### config.mk
export PLATFORM = sky130hd
export DESIGN_NAME = core_sequencer
export DESIGN_NICKNAME = d
export VERILOG_FILES = /design/src/rtl/core_sequencer.sv
export SDC_FILE = /design/constraint.sdc
export NUM_CORES = 1
export LEC_CHECK = 0
export CAP_MARGIN = 25
export CORE_AREA = 5 5 136 138
export DETAILED_ROUTE_END_ITERATION = 8
export DIE_AREA = 0 0 141 143
export GPL_ROUTABILITY_DRIVEN = 0
export GPL_TIMING_DRIVEN = 0
export PLACE_DENSITY = 0.68
export SYNTH_ARGS = -nofsm -noshare
export SYNTH_HDL_FRONTEND = slang
export SYNTH_SLANG_ARGS = --single-unit
### constraint.sdc
create_clock -name clk -period 1.95 [get_ports clk]
set_input_delay 0.585 -clock clk [delete_from_list [all_inputs] [get_ports clk]]
set_output_delay 0.585 -clock clk [all_outputs]
set_load 0.005 [all_outputs]
### src/rtl/core_sequencer.sv
`default_nettype none
// ----------------------------------------------------------------------------
// core_sequencer: feeds one n-gram of symbols to NUM_CORES parallel cores and
// streams back their accumulators.  Rev 1.0
// ----------------------------------------------------------------------------
module core_sequencer #(
  parameter int NUM_CORES = 8,
  parameter int NGRAM     = 3
) (
  input  logic                    clk,
  input  logic                    rst_n,
  input  logic                    en,
  input  logic                    sym_valid,
  output logic                    sym_ready,
  input  logic [8:0]              sym_data,
  input  logic                    sym_last,
  output logic                    core_init,
  output logic                    core_exec,
  output logic [31:0]             core_src_data,
  output logic                    core_out_period,
  output logic                    core_update,
  input  logic [32*NUM_CORES-1:0] core_acc,
  output logic                    res_valid,
  input  logic                    res_ready,
  output logic [31:0]             res_data,
  output logic                    res_last,
  output logic                    busy,
  output logic [15:0]             gram_cnt
);

  localparam int            IW         = (NUM_CORES > 1) ? $clog2(NUM_CORES) : 1;
  localparam logic [IW-1:0] c_LAST_IDX = IW'(NUM_CORES - 1);
  localparam logic [3:0]    c_NGRAM    = 4'(NGRAM);

  typedef enum logic [2:0] {
    S_IDLE  = 3'd0,
    S_INIT  = 3'd1,
    S_EXEC  = 3'd2,
    S_DRAIN = 3'd3,
    S_LATCH = 3'd4,
    S_OUT   = 3'd5
  } state_t;

  state_t        r_state;
  state_t        w_next;
  logic [3:0]    r_sym_cnt;
  logic [1:0]    r_drain_cnt;
  logic [IW-1:0] r_idx;
  logic [15:0]   r_gram_cnt;
  logic [31:0]   w_acc [NUM_CORES];
  logic          w_sym_fire;
  logic          w_gram_end;
  logic          w_last_word;
  logic          w_res_fire;
  logic          w_drain_done;

  generate
    for (genvar g = 0; g < NUM_CORES; g++) begin : g_slice
      assign w_acc[g] = core_acc[32*g +: 32];
    end
  endgenerate

  assign w_sym_fire   = (r_state == S_EXEC) && sym_valid;
  assign w_gram_end   = w_sym_fire && (((r_sym_cnt + 4'd1) == c_NGRAM) || sym_last);
  assign w_last_word  = (r_idx == c_LAST_IDX);
  assign w_res_fire   = (r_state == S_OUT) && res_ready;
  // Three drain cycles cover memory read, m2 register and accumulate.
  assign w_drain_done = (r_drain_cnt == 2'd2);

  assign core_update = 1'b0;
  assign gram_cnt    = r_gram_cnt;

  always_ff @(posedge clk or negedge rst_n) begin
    if (!rst_n) r_state <= S_IDLE;
    else        r_state <= w_next;
  end

  always_comb begin
    w_next          = r_state;
    sym_ready       = 1'b0;
    core_init       = 1'b0;
    core_exec       = 1'b0;
    core_src_data   = 32'd0;
    core_out_period = 1'b0;
    res_valid       = 1'b0;
    res_data        = 32'd0;
    res_last        = 1'b0;
    busy            = (r_state != S_IDLE);
    case (r_state)
      S_IDLE: begin
        if (en && sym_valid) w_next = S_INIT;
      end
      S_INIT: begin
        core_init = 1'b1;
        w_next    = S_EXEC;
      end
      S_EXEC: begin
        sym_ready     = 1'b1;
        core_exec     = sym_valid;
        core_src_data = {23'd0, sym_data};
        if (w_gram_end) w_next = S_DRAIN;
      end
      S_DRAIN: begin
        if (w_drain_done) w_next = S_LATCH;
      end
      S_LATCH: begin
        core_out_period = 1'b1;
        w_next          = S_OUT;
      end
      S_OUT: begin
        res_valid = 1'b1;
        res_data  = w_acc[r_idx];
        res_last  = w_last_word;
        if (res_ready && w_last_word) w_next = S_IDLE;
      end
      default: w_next = S_IDLE;
    endcase
  end

  always_ff @(posedge clk or negedge rst_n) begin
    if (!rst_n) begin
      r_sym_cnt   <= 4'd0;
      r_drain_cnt <= 2'd0;
      r_idx       <= '0;
      r_gram_cnt  <= 16'd0;
    end else begin
      if ((r_state == S_IDLE) && (w_next == S_INIT)) r_sym_cnt <= 4'd0;
      else if (w_sym_fire)                          r_sym_cnt <= r_sym_cnt + 4'd1;

      if (r_state == S_DRAIN) r_drain_cnt <= w_drain_done ? 2'd0 : r_drain_cnt + 2'd1;
      else                    r_drain_cnt <= 2'd0;

      if (w_res_fire) begin
        if (w_last_word) begin
          r_idx      <= '0;
          r_gram_cnt <= r_gram_cnt + 16'd1;
        end else begin
          r_idx <= r_idx + 1'b1;
        end
      end
    end
  end

endmodule
`default_nettype wire

### Word-level counts from Yosys, hierarchy flattened

Cells that the tools add are included.

* logic and storage cells: 52
* output and inout port bits: 88
* bits of input ports: 271
* register bits after elaboration: 28

* muxes and demuxes: 21
* reduce and logical (&&, ||, !) cells: 11
* order comparisons: 1
* bitwise operators: 1
* equality and inequality tests: 9
* add/sub/neg operators: 4

Operators with widths (number)
* 32-bit binary-select mux with 3-bit select: 1
* 32-bit two-way mux: 3
* 3-bit case mux with 6 select lines: 1
* 16-bit by 1-bit adder with 16-bit output (second input constant): 1
* 3-bit two-way mux: 5
* 3-bit == test (second input constant): 3
* 9-bit two-way mux: 1
* 4-bit two-way mux: 2
* 3-bit by 1-bit == test with 1-bit output (second input constant): 2
* 3-bit by 2-bit == test with 1-bit output (second input constant): 2
* 1-bit logical AND: 6
* 1-bit two-way mux: 6
* 4-bit by 1-bit adder with 4-bit output (second input constant): 1
* 4-bit by 2-bit == test with 1-bit output (second input constant): 1
* 4-bit greater-or-equal comparator (second input constant): 1
* 2-bit two-way mux: 2
* 3-bit NOT with 4-bit output: 1
* 3-bit by 1-bit adder with 3-bit output (second input constant): 1
* 3-bit logical NOT: 1
* 3-bit nonzero test: 1
* 2-bit by 1-bit adder with 2-bit output (second input constant): 1
* 2-bit == test (second input constant): 1
* 2-bit AND reduction: 1
* 2-bit nonzero test: 1
* 1-bit logical OR: 1

### Longest topological paths before layout

Gate-level depths: netlist of the first run.

* depth after elaboration: 9
* mapped depth: 6
* gate-level depth less buffers: 6

### Worst setup path after synthesis of the first run

OpenSTA, ideal clock, no wires.

* path kind: flip-flop to output port
* from: register r_idx[0]
* to: output port res_data[10]
* buffers on the path: 3
* required time: 1.365 ns
* setup slack: -0.024 ns
* cell stages (with the launch flop): 7
* arrival time: 1.389 ns
* cell sequence: dfrtp_1 -> buf_2 -> nor2b_1 -> buf_1 -> buf_2 -> a22o_1 -> nor4_1

* word-level cells in the longest chain between the ends: 5

RTL lines
* start, declared: RTL line 48 `logic [IW-1:0] r_idx;`
* start signal, assigned: RTL line 138 `r_idx <= r_idx + 1'b1;`
* 3-bit NOT with 4-bit output (implied by the code): RTL line 112 `res_data = w_acc[r_idx];`
* 32-bit binary-select mux with 3-bit select: RTL line 112
* 32-bit two-way mux (implied by the code) (2 in series): RTL line 112
* 32-bit two-way mux: RTL line 89 `case (r_state)`
* end, declared: RTL line 25 `output logic [31:0] res_data,`

No other way between the ends. The select of a mux whose other input is x is not followed.

### Worst setup path in the final report of the first run

* from: register r_idx[2]
* to: output port res_data[0]

Same word-level chain as after synthesis.

==> results of run 1 <==
[power by group through the flow]
stage                     logic [uW]  clock network (uW)  registers, uW
final                           7970                 617            860
after floorplan                 3210                   0            801
after CTS                       7420                 627            842
after detailed placement        5030                   0            840
after global routing            8430                 648            879
after global placement          5010                   0            838
[through the flow]
step	hold slack (ps)	utilization, %
2_1_floorplan	289	-
3_3_place_gp	424	46.3
3_5_place_dp	425	46.4
4_1_cts	435	53.9
5_1_grt	462	55.8
6_report	447	55.8
[worst max-delay path: stages (launching register included)]
cell and delay, ps:
dfrtp_2 480, buf_12 180, buf_12 140, mux2i_2 160, a22o_1 230, nor4_2 190
buf_2 210
[cell type report]
| cell class | count | area share [%] |
|---|---|---|
| Tap cell | 225 | 2.96 |
| Inverter | 5 | 0.224 |
| Multi-Input combinational cell | 386 | 41.3 |
| Clock buffer | 3 | 0.789 |
| Buffer | 62 | 7.88 |
| Timing Repair Buffer | 387 | 39.1 |
| Clock inverter | 1 | 0.316 |
| Sequential cell | 28 | 7.40 |
[layer usage]
metal | vias up | wire length (microns) | track usage [%]
met4 | 2 | 510 | 4.28
li1 | 2548 | - | -
met3 | 39 | 1960 | 6.06
met5 | - | 7 | 0
met2 | 258 | 12200 | 40.5
met1 | 2533 | 9390 | 26.3
[layout by cell type, fill, tap and decap left out, types with 4 or more instances in the layout]
| cell type | synthesis | routed |
|---|---|---|
| a211oi_2 | 0 | 21 |
| mux2i_1 | 64 | 57 |
| buf_4 | 27 | 56 |
| buf_12 | 3 | 9 |
| and2b_1 | 11 | 11 |
| nor2b_1 | 55 | 32 |
| nor3_1 | 5 | 5 |
| nor2b_2 | 0 | 15 |
| a2111oi_4 | 0 | 24 |
| clkbuf_4 | 0 | 5 |
| conb_1 | 1 | 24 |
| mux2i_2 | 0 | 7 |
| clkbuf_16 | 0 | 8 |
| a2111oi_2 | 0 | 8 |
| dfrtp_1 | 28 | 25 |
| ha_1 | 5 | 4 |
| xnor2_1 | 9 | 9 |
| nand4_1 | 6 | 6 |
| buf_2 | 11 | 38 |
| nand2_1 | 12 | 12 |
| nor4_2 | 2 | 33 |
| and2_4 | 0 | 9 |
| a22o_1 | 32 | 32 |
| xor2_1 | 9 | 9 |
| nor2_1 | 10 | 9 |
| nor2b_4 | 0 | 8 |
| a211oi_1 | 33 | 9 |
| clkdlybuf4s50_1 | 0 | 285 |
| buf_6 | 3 | 34 |
| buf_8 | 1 | 8 |
| nand3_1 | 6 | 6 |
| clkbuf_8 | 0 | 5 |
[registers in the layout (all words and copies together) (netlist names)]
signal       cells
gram_cnt        16
r_drain_cnt      2
r_sym_cnt        4
r_state          3
r_idx            3
[how the worst max path moves through the flow]
stage                              end        start
final                      res_data[0]     r_idx[2]
after global routing      res_data[27]     r_idx[2]
after CTS                  res_data[0]     r_idx[2]
after detailed placement   res_data[1]  core_acc[1]
after global placement     res_data[1]  core_acc[1]
after floorplan           res_data[10]     r_idx[0]
[what timing repair did]
item / CTS / global route
gates cloned: 5 / 1
resized for setup: 429 / 79
pin swaps: 63 / 20
hold endpoints to repair: 0 / 0
setup buffers: 33 / 19
hold buffers: 0 / 0
endpoints found under the setup margin: 53 / 49
[cell families after synthesis]
| logic type | Yosys count |
|---|---|
| other cells | 1 |
| simple gates | 168 |
| buf+inv | 74 |
| fa+ha+maj | 5 |
| compound gates | 103 |
| flops | 28 |
| xor+xnor | 18 |
| mux | 67 |
==> metrics.txt, run 1 <==
status=complete, but fails checks; violated checks=setup timing; die area=between 20000 and 25000 sq um; Max Slew Vio Count=0; Reg clk slew, reported paths=roughly 70 ps; Max clock buf depth=2; flip-flop and latch area=about 700 sq um; cell accounting for the most synthesized area=dfrtp_1; post-route ant nets=0; Post-Synth Simple-Gate Area=about a quarter; synthesis warning total=0; largest net degree at the start of global routing=17; CP endpoint kind=output pin; worst rel slew slack=51.6%; grt total ovfl=0; cell area after layout=9510 sq um; nature of the critical path startpoint=register; initial antenna violation count=1; Pwr Density=between 900 and 1000 nW/um^2; Leakage Power=between 0.003 and 0.004 uW; DP HPWL=18.4 mm; CTS buffer count=3; Hold EP=r_drain_cnt[0]; first-pass GRT wire length=34.9 mm; mux contribution to synthesized area=approximately 17%; FF+latch count, synth=28; Clk Tree Root Cell=clkbuf_16; worst vdd ir=between 0.0007 and 0.0008 V; largest family of logic cells by synthesized area=simple AND/OR/NAND/NOR gates; n_diodes=0; Iter 0 DRT Violations=179; Placed Cells=~1000; synthesis-to-finish area growth=140%; GR Util All Layers=between 20% and 30%; hold wc startpoint=r_drain_cnt[0]; dpl ws=-1240 ps; RR Startpoint=r_idx[1]; fmax=between 400 and 500 MHz; RSZ-0062 raised after global routing=true; Seq pwr share=under 10%; residual DRC count=0; worst hold stages=1; H-tree levels=1; total core area=roughly 17000 sq um; Cell variety after synth=46; Clock Skew=3.22 ps; Power, Total=approximately 9400 uW; Synth Area in Adders=1.58%; Min Clock Period, post-route=2460 ps; wire length per cell=21.9 microns; post-synthesis sequential area ratio=between 10% and 20%; WP data arrival=~1900 ps; Int Pwr=approximately 5200 uW; setup TNS=-16440 ps; DR vias/cell=a little under 5; Final nets=between 1000 and 1500; Hold WC Path Type=reg2reg; Non-Filler Instances=~1100; fraction of registers with async set/reset=between 90% and 100%; post-synthesis instance area=slightly below 4000 sq um; worst slew pin tran=~720 ps; total wire length=around 24 mm; area of the multi-input gates=around 4000 sq um; Port Buffers=334; slack of the critical path=-510 ps; Vias=around 5400; CTS Sinks=28; fill cell count=around 1600; syn avg cell area=roughly 8.6 sq um; setup violators final=between 40 and 50; max_cap viols=0; post-place instance area=between 7000 and 8000 sq um; # rows=48; Starting Density=between 20% and 30%; R2R setup slack=about 130 ps; fin crit share=126%; Hold Fails Final Rpt=0; ratio of cells with drive above 1 in the final layout=35.9%; post-synth top area share=between 10% and 20%; Synth area leaders=dfrtp_1 (18%), mux2i_1 (16%), nor2b_1 (8.7%), a2111oi_0 (7.1%), a22o_1 (7.1%); Clk Latency, worst-skew pair=270 ps; die height=143 microns; Crit Path Max Fanout=7; Crit path required time=~1400 ps; synth cell count leaders=mux2i_1 (64), nor2b_1 (55), a211oi_1 (33), nor4_1 (33); Main synth FF type=dfrtp_1; Post-synth EDFFs=0; Setup Crit Path Kind=reg2out; sw frac=44.8%; vias in the first global route=around 5700; count leader, synth=mux2i_1; drt pass-1 iters=6; die width=~140 microns; combinational fraction of design power=84.4%; clock network fraction of design power=6.5%; Mapped Cells=between 400 and 500; Synth Area in XOR/XNOR=3.97%; io pins=about 360; Psw=around 4200 uW; CTS tree=built; worst reg2reg endpoint=gram_cnt[12]; R2R depth=6; Compound-Gate Fraction of Synth Area=between 20% and 30%
Power figures use the tool's default switching activity.
==> run 2, diff against run 1 <==
--- a/config.mk
+++ b/config.mk
@@ -12,6 +12,7 @@
 export GPL_ROUTABILITY_DRIVEN = 0
 export GPL_TIMING_DRIVEN = 0
 export PLACE_DENSITY = 0.68
+export SKIP_CTS_REPAIR_TIMING = 1
 export SYNTH_ARGS = -nofsm -noshare
 export SYNTH_HDL_FRONTEND = slang
 export SYNTH_SLANG_ARGS = --single-unit
==> run 2 against run 1 <==
Against the previous run:
- the flow still finishes with violations (setup timing)
- non-clock buffer count down 30
- critical path type unchanged
- sequential power shrank 3.3%
- setup slack lost 81 ps
- fmax shrank 3.2%
- flip-flop and latch count unchanged
- power shrank 17%
- sequential share of layout area rose by 0.76 points
- via count down 3.7%
- clock-buffer cell count is the same
- critical path depth unchanged
- first-iteration DRC count shrank 16%
- combinational power down 20%
==> metrics.txt, run 2 (synthesized netlist as in run 1, its figures left out) <==
status=complete, but fails checks; violated checks=setup timing; commonest cells after routing, fill and taps aside=clkdlybuf4s50_1 (286), mux2i_1 (63), nor2b_1 (51); CTS buffer count=3; post-place instance area=7920 sq um; Max Slew Vio Count=0; DP HPWL=around 18 mm; slack of the critical path=-590 ps; Power, Total=a little under 8000 uW; cell area after layout=roughly 8600 sq um; drt pass-1 iters=4; max_cap viols=0; post-route ant nets=0; GR Util All Layers=20.7%; max FFs per register=16; ratio of cells with drive above 1 in the final layout=26.8%; Crit Path Max Fanout=10; total wire length=22.7 mm; total core area=around 17000 sq um; RSZ-0062 raised after global routing=true; most common cell after layout, fill and taps aside=clkdlybuf4s50_1; die width=~140 microns; largest net degree at the start of global routing=17; RR Startpoint=r_idx[1]; Vias=5180; residual DRC count=0; H-tree levels=1; nature of the critical path startpoint=register; worst rel slew slack=52.3%; setup violators final=42; Starting Density=23.3%; Reg clk slew, reported paths=70 ps; Clock Skew=approximately 4.4 ps; worst vdd ir=0.000640 V; n_diodes=0; Iter 0 DRT Violations=~150; dpl ws=-1240 ps; worst setup path startpoint=r_idx[2]; Setup Crit Path Kind=reg2out; Final nets=1118; io pins=about 360; DR vias/cell=4.86; synthesis-to-finish area growth=117%; fin crit share=130%; die height=143 microns; hold wc startpoint=r_drain_cnt[0]; wire length per cell=21.3 microns; CP endpoint kind=output pin; fmax=394 MHz; Max clock buf depth=2; Leakage Power=approximately 0.0036 uW; Min Clock Period, post-route=~2500 ps; Clk Tree Root Cell=clkbuf_16; worst slew pin tran=713 ps; # rows=48; WP data arrival=approximately 2000 ps; vias in the first global route=5347; Pwr Density=approximately 910 nW/um^2; grt total ovfl=0; CTS Sinks=28; Crit path required time=1360 ps; CTS tree=built; Hold WC Path Type=reg2reg; first-pass GRT wire length=around 33 mm; Hold Fails Final Rpt=0; die area=between 20000 and 25000 sq um; initial antenna violation count=1; Clk Latency, worst-skew pair=around 260 ps; Port Buffers=334
==> run 2: changes by cell type in the layout (fill, tap and decap cells not counted), moves of 7 or more <==
cell | before | now
dlymetal6s2s_1 | 0 | 7
nor2b_4 | 8 | 1
a2111oi_1 | 0 | 7
clkbuf_2 | 0 | 11
a2111oi_2 | 8 | 17
nor2b_1 | 32 | 51
buf_6 | 34 | 25
a211oi_1 | 9 | 21
buf_4 | 56 | 44
a211oi_2 | 21 | 10
a2111oi_4 | 24 | 7
nor2b_2 | 15 | 3
==> run 2: metrics by stage <==
stage               setup TNS [ps]  util [%]  hold slack, ps  cells
global placement            -39320      46.3             424   1046
global route                -19350      50.5             462   1066
finish                      -16220      50.5             441   1066
floorplan                        0         -             289    487
detailed placement          -33610      46.4             425   1047
CTS                         -45750      47.0             435   1051
==> run 2: area by class of cell <==
cell class              instances  area (sq um)
plain buffers                  67           631
clock buffers                   3          75.1
clock inverters                 1          30.0
fillers                      1671          8440
inverters                       5          21.3
multi-input cells             385          3490
flip-flops and latches         28           703
well taps                     225           282
repair buffers                352          3380
==> run 2: worst max-delay path, stage by stage (launching register included) <==
cell and delay [ps]:
dfrtp_2 460, buf_12 170, buf_8 150, mux2i_1 150, a22o_1 260, nor4_2 280, buf_2 210
==> run 2: worst paths after layout <==
kind / slack (ps) / end / cells after the start
worst max register to register: 140 / gram_cnt[12] / 6
max in group asynchronous: 670 / r_idx[1] / 2
min in group asynchronous: 740 / gram_cnt[11] / 1
worst max-delay path: -590 / res_data[0] / 6
worst min register to register: 440 / r_drain_cnt[0] / 1
worst min-delay path: 440 / r_drain_cnt[0] / 1
==> run 2: routing by layer <==
metal	share of wire [%]	track usage [%]
met2	50	37.7
met5	0.057	0
met4	1.4	2.24
met3	7.7	5.63
met1	40	25.2
==> run 2: power by group <==
| part | leakage (uW) | switching, uW | internal [uW] |
|---|---|---|---|
| combinational | 0.00317 | 3260 | 3120 |
| sequential | 0.000369 | 134 | 698 |
| clock | 0.0000511 | 202 | 409 |
